[src/rtl/keypad_reader.sv]
// keypad_reader: 4x4 matrix keypad scanner with press/release debounce.
// Define KEYPAD_OPERAND_EN to add two-digit BCD operand entry (0..99).
module keypad_reader #(
    parameter int SCAN_DIV = 50000,
    parameter int DEB_CNT  = 20
) (
    input  logic       clk,
    input  logic       rst_n,
    input  logic [3:0] row,
    output logic [3:0] col,
    output logic       key_valid,
    output logic [3:0] key_code,
    output logic       key_held,
    output logic [7:0] operand,
    output logic       op_valid
);
    localparam int DW = (SCAN_DIV > 1) ? $clog2(SCAN_DIV) : 1;
    localparam int CW = $clog2(DEB_CNT + 1);
    // nibble {row,col} holds the code for that key position
    localparam logic [63:0] KEYMAP = 64'hDF0E_C987_B654_A321;

    typedef enum logic [1:0] {SCAN, DEBOUNCE, PRESSED, RELEASE} state_t;

    state_t        r_state, w_state;
    logic [3:0]    r_row_m, r_row_s;
    logic [DW-1:0] r_div;
    logic [CW-1:0] r_cnt, w_cnt, w_cnt_inc;
    logic [1:0]    r_col_idx, w_col_idx, r_row_idx, w_row_idx, w_low_row;
    logic [3:0]    r_key_code;
    logic          w_tick;

    assign w_tick    = r_div == DW'(SCAN_DIV - 1);
    assign w_cnt_inc = r_cnt + 1'b1;
    assign w_low_row = !r_row_s[0] ? 2'd0 : !r_row_s[1] ? 2'd1 : !r_row_s[2] ? 2'd2 : 2'd3;
    assign col       = ~(4'b0001 << r_col_idx);
    assign key_valid = r_state == PRESSED;
    assign key_held  = r_state == PRESSED || r_state == RELEASE;
    assign key_code  = r_key_code;

    always_ff @(posedge clk or negedge rst_n) begin
        if (!rst_n) begin
            r_row_m    <= 4'hF;
            r_row_s    <= 4'hF;
            r_div      <= '0;
            r_state    <= SCAN;
            r_cnt      <= '0;
            r_col_idx  <= 2'd0;
            r_row_idx  <= 2'd0;
            r_key_code <= 4'h0;
        end else begin
            r_row_m    <= row;
            r_row_s    <= r_row_m;
            r_div      <= w_tick ? '0 : r_div + 1'b1;
            r_state    <= w_state;
            r_cnt      <= w_cnt;
            r_col_idx  <= w_col_idx;
            r_row_idx  <= w_row_idx;
            r_key_code <= (r_state == DEBOUNCE && w_state == PRESSED) ?
                          KEYMAP[{r_row_idx, r_col_idx, 2'b00} +: 4] : r_key_code;
        end
    end

    always_comb begin
        w_state   = r_state;
        w_cnt     = r_cnt;
        w_col_idx = r_col_idx;
        w_row_idx = r_row_idx;
        case (r_state)
            SCAN: if (w_tick) begin
                if (r_row_s != 4'hF) begin
                    w_row_idx = w_low_row;
                    w_cnt     = '0;
                    w_state   = DEBOUNCE;
                end else begin
                    w_col_idx = r_col_idx + 2'd1;
                end
            end
            DEBOUNCE: if (w_tick) begin
                if (!r_row_s[r_row_idx]) begin
                    w_cnt   = w_cnt_inc;
                    w_state = (w_cnt_inc == CW'(DEB_CNT)) ? PRESSED : DEBOUNCE;
                end else begin
                    w_state   = SCAN;
                    w_col_idx = r_col_idx + 2'd1;
                end
            end
            PRESSED: begin
                w_cnt   = '0;
                w_state = RELEASE;
            end
            RELEASE: if (w_tick) begin
                // any low row restarts the release count
                w_cnt = (r_row_s == 4'hF) ? w_cnt_inc : '0;
                if (r_row_s == 4'hF && w_cnt_inc == CW'(DEB_CNT)) begin
                    w_cnt     = '0;
                    w_state   = SCAN;
                    w_col_idx = r_col_idx + 2'd1;
                end
            end
            default: w_state = SCAN;
        endcase
    end

`ifdef KEYPAD_OPERAND_EN
    logic [3:0] r_tens, r_units;
    logic       r_op_valid;

    always_ff @(posedge clk or negedge rst_n) begin
        if (!rst_n) begin
            r_tens     <= 4'd0;
            r_units    <= 4'd0;
            r_op_valid <= 1'b0;
        end else begin
            r_op_valid <= key_valid && r_key_code == 4'hF;
            if (key_valid && r_key_code <= 4'd9) begin
                r_tens  <= r_units;
                r_units <= r_key_code;
            end else if (key_valid && r_key_code == 4'hE) begin
                r_tens  <= 4'd0;
                r_units <= 4'd0;
            end
        end
    end

    assign operand  = 8'(r_tens) * 8'd10 + 8'(r_units);
    assign op_valid = r_op_valid;
`else
    assign operand  = 8'd0;
    assign op_valid = 1'b0;
`endif
endmodule
[config.mk]
export PLATFORM = sky130hd
export DESIGN_NAME = keypad_reader
export DESIGN_NICKNAME = d
export VERILOG_FILES = /design/src/rtl/keypad_reader.sv
export SDC_FILE = /design/constraint.sdc
export NUM_CORES = 1
export LEC_CHECK = 0
export BUFFER_PORTS_ARGS = -buffer_cell sky130_fd_sc_hd__buf_4
export CAP_MARGIN = 0
export CORE_UTILIZATION = 58
export CTS_CLUSTER_SIZE = 20
export DETAILED_ROUTE_END_ITERATION = 6
export PLACE_DENSITY_LB_ADDON = 0.05
export SLEW_MARGIN = 20
export SYNTH_ARGS = -nofsm -noshare
export SYNTH_HDL_FRONTEND = slang
export SYNTH_SLANG_ARGS = --single-unit
export TNS_END_PERCENT = 5
[constraint.sdc]
create_clock -name clk -period 2.47 [get_ports clk]
set_input_delay 0.1235 -clock clk [delete_from_list [all_inputs] [get_ports clk]]
set_output_delay 0.1235 -clock clk [all_outputs]
set_load 0.005 [all_outputs]
==> results.yml <==
global_route:
  met1_usage_pct: 29.68
  grt_max_degree: 40
  antenna_found_initial: 0
  grtUsageMet3_pct: 5.072
  top_usage_layer: "met2"
  track_usage_pct: 22.51
  grt_pass1_wl_um: 6844
  overflow: 0
  grt_pass1_vias: 1481
  grt_use_met2_pct: 36.02
die:
  ioPinCount: 25
  dieWidth_um: 63.25
  initial_core_util_pct: 62.73
  rows: 21
  die_h_um: 63.25
  die_area_mm2: 0.004001
  core_mm2: 0.003468
worst_setup_path:
  critical_path_class: "register to register"
  cp.required_ps: 2650
  critPathLaunchType: "register"
  critPathSlowestCell: "dfrtp_1"
  critPathCaptureType: "register"
  crit_path_max_incr_delay_ps: 440
  critPathArrivalTime_ps: 2440
  worstPathMaxFanout: 6
  path_cells: "ha_1 -> and2b_1 -> a32oi_1 -> nand3b_2 -> nor4_4 -> mux2_1"
routing:
  num_vias: 1483
  dr.pass1.iters: 4
  routed_via_density: 5.513
  wl_um: 3867
  avgRoutedWirePerCell_um: 14.38
  drc: 0
  drtIter0Drc: 63
  ant_nets: 0
yosys:
  seq_area_frac_synth_pct: 45.31
  yosysTopAreaCellShare_pct: 35.65
  synth_async_sr_flop_share_pct: 100.0
  synth_area_leaders: "dfrtp_1, dfstp_2, ha_1"
  ys_ff_latch: 39
  syn_area_mm2: 0.002176
  yosysWarnings: 0
  synth_ff_type: "dfrtp_1"
  synth_top_area_cell: "dfrtp_1"
  synth.distinct_cells: 55
  synth_edf_count: 0
  synthCells: 200
  synth_area_per_cell_um2: 10.88
placed_design:
  hpwlAfterDp_um: 2648
  place.port_buffers: 15
  gp_congestion: 0.7856
  post-place-ws_ps: 233.9
final_layout:
  multiInputGateArea_mm2: 0.001066
  drive_gt1_share_pct: 20.63
  final_util_pct: 70.92
  layout_commonest_cell: "dfrtp_1"
  final-seq-area_um2: 985.9
  antennaDiodeCount: 0
  fill_cells: 276
  area_growth_pct: 13.05
  mostFrequentLayoutCells: "dfrtp_1, buf_4, inv_1, nor2_1"
  nets: 237
power:
  p_total_uw: 1235
  power.static_leakage_uw: 0.001146
  powerDensity_mw_per_mm2: 502.2
  ir_drop_v: 0.0004736
sta:
  worst_slack_ps: 214.5
  rsz0062_at_grt: "false"
  max_freq_ghz: 0.4434
  fin_crit_ps: 2255
  hold_viol: 0
  maxSlewViolCount: 0
  finalCritPeriodShare_pct: 91.31
  tns_ps: 0
  finClkSkew_ps: 4.321
  whs_ps: 319.2
  setup_viol: 0
cts:
  numCtsBuffers: 5
  clk_path_buf_depth: 2
  clock_latency_ps: 300
  cts_root_buf: "clkbuf_8"
  htree_levels: 2
  cts_tree: "done"
  cts.clk_slew.worst_paths_ps: 80
  cts_resized: 0
  clock-sinks: 39
min_path:
  hp-class: "primary input to async pin"
status:
  outcome: "completed"
flow_run:
  max_cap_violations: 0
==> final timing paths <==
check                            from     endpoint  slack, ps  depth (start not counted)
max reg2reg                  r_cnt[1]  key_code[0]        210                          6
max in group asynchronous       rst_n   r_row_s[3]       1790                          2
min in group clk           r_row_m[1]   r_row_s[1]        360                          0
min reg2reg                r_row_m[1]   r_row_s[1]        360                          0
min                             rst_n    r_div[12]        320                          2
max                          r_cnt[1]  key_code[0]        210                          6
==> final cells by class <==
cell class	instances	share of cell area, %
inverter	13	1.984
multi-input combinational	140	43.34
clock inverter	3	1.933
timing repair buffer	23	7.528
clock buffer	5	2.798
tap	46	2.340
sequential	39	40.08
==> kinds of logic (layout without fill, tap and decap cells) <==
group / count (synthesis) / in the layout / share of synthesized area (%)
AND/OR/NAND/NOR: 64 / 64 / 18.52
AO/OA/AOI/OAI: 31 / 31 / 11.21
adder cells (fa/ha/maj): 9 / 9 / 5.175
XOR/XNOR: 15 / 15 / 6.038
other: 1 / 9 / 0.1723
multiplexers: 12 / 12 / 6.498
buffers and inverters: 29 / 44 / 7.073
flip-flops: 39 / 39 / 45.31
==> flip-flops by register name (all words and copies together), names as in the netlist <==
register / count
key_code: 4
r_col_idx: 2
r_state: 2
r_row_m: 4
r_row_idx: 2
r_row_s: 4
r_div: 16
r_cnt: 5
==> power breakdown <==
part           internal [µW]  total (µW)  leakage (µW)  switching (µW)
registers                650         654      0.000503            3.64
logic                   12.4        33.9      0.000584            21.4
clock network            306         548     0.0000587             242
total                    968        1240       0.00115             267
==> metrics by stage <==
stage	area (µm²)	cells
global placement	2293	256
floorplan	2206	208
CTS	2460	269
detailed placement	2293	256
finish	2460	269
global route	2460	269
==> critical path: cells and delay by family, from the launching register on <==
family | cells | cell delay (ps)
simple gates | 3 | 960
flops | 1 | 440
mux | 1 | 370
fa+ha+maj | 1 | 260
compound gates | 1 | 100
==> synth_stat cells (2+ instances only) <==
master    count
mux2i_1       7
mux2_1        3
and2_1        3
buf_4        11
a22o_1        2
a311oi_1      2
inv_1        13
nor3b_1       2
nand2_1       9
xnor2_1       8
nor2_1       12
a21oi_1       6
and3_1        5
and4bb_1      2
buf_2         3
dfstp_2       8
xor2_1        7
nor2b_1       2
dfrtp_1      31
clkbuf_1      2
nor3_1        4
nand4_1       5
nand3_1       7
ha_1          9
o21ai_0       6
and4_1        2
==> routing by layer <==
layer / part of all wire [%] / routed length [µm]
met1: 46 / 1791
met2: 49 / 1901
met3: 2.8 / 110
met5: 0 / 0
met4: 1.7 / 64
==> what timing repair did <==
| action | in CTS | in global routing |
|---|---|---|
| hold buffers | 5 | 0 |
| hold endpoints to repair | 35 | 0 |
| setup buffers | 0 | 0 |
| setup endpoints to repair | 0 | 0 |
Note: power is estimated with default switching activity, not from simulation.
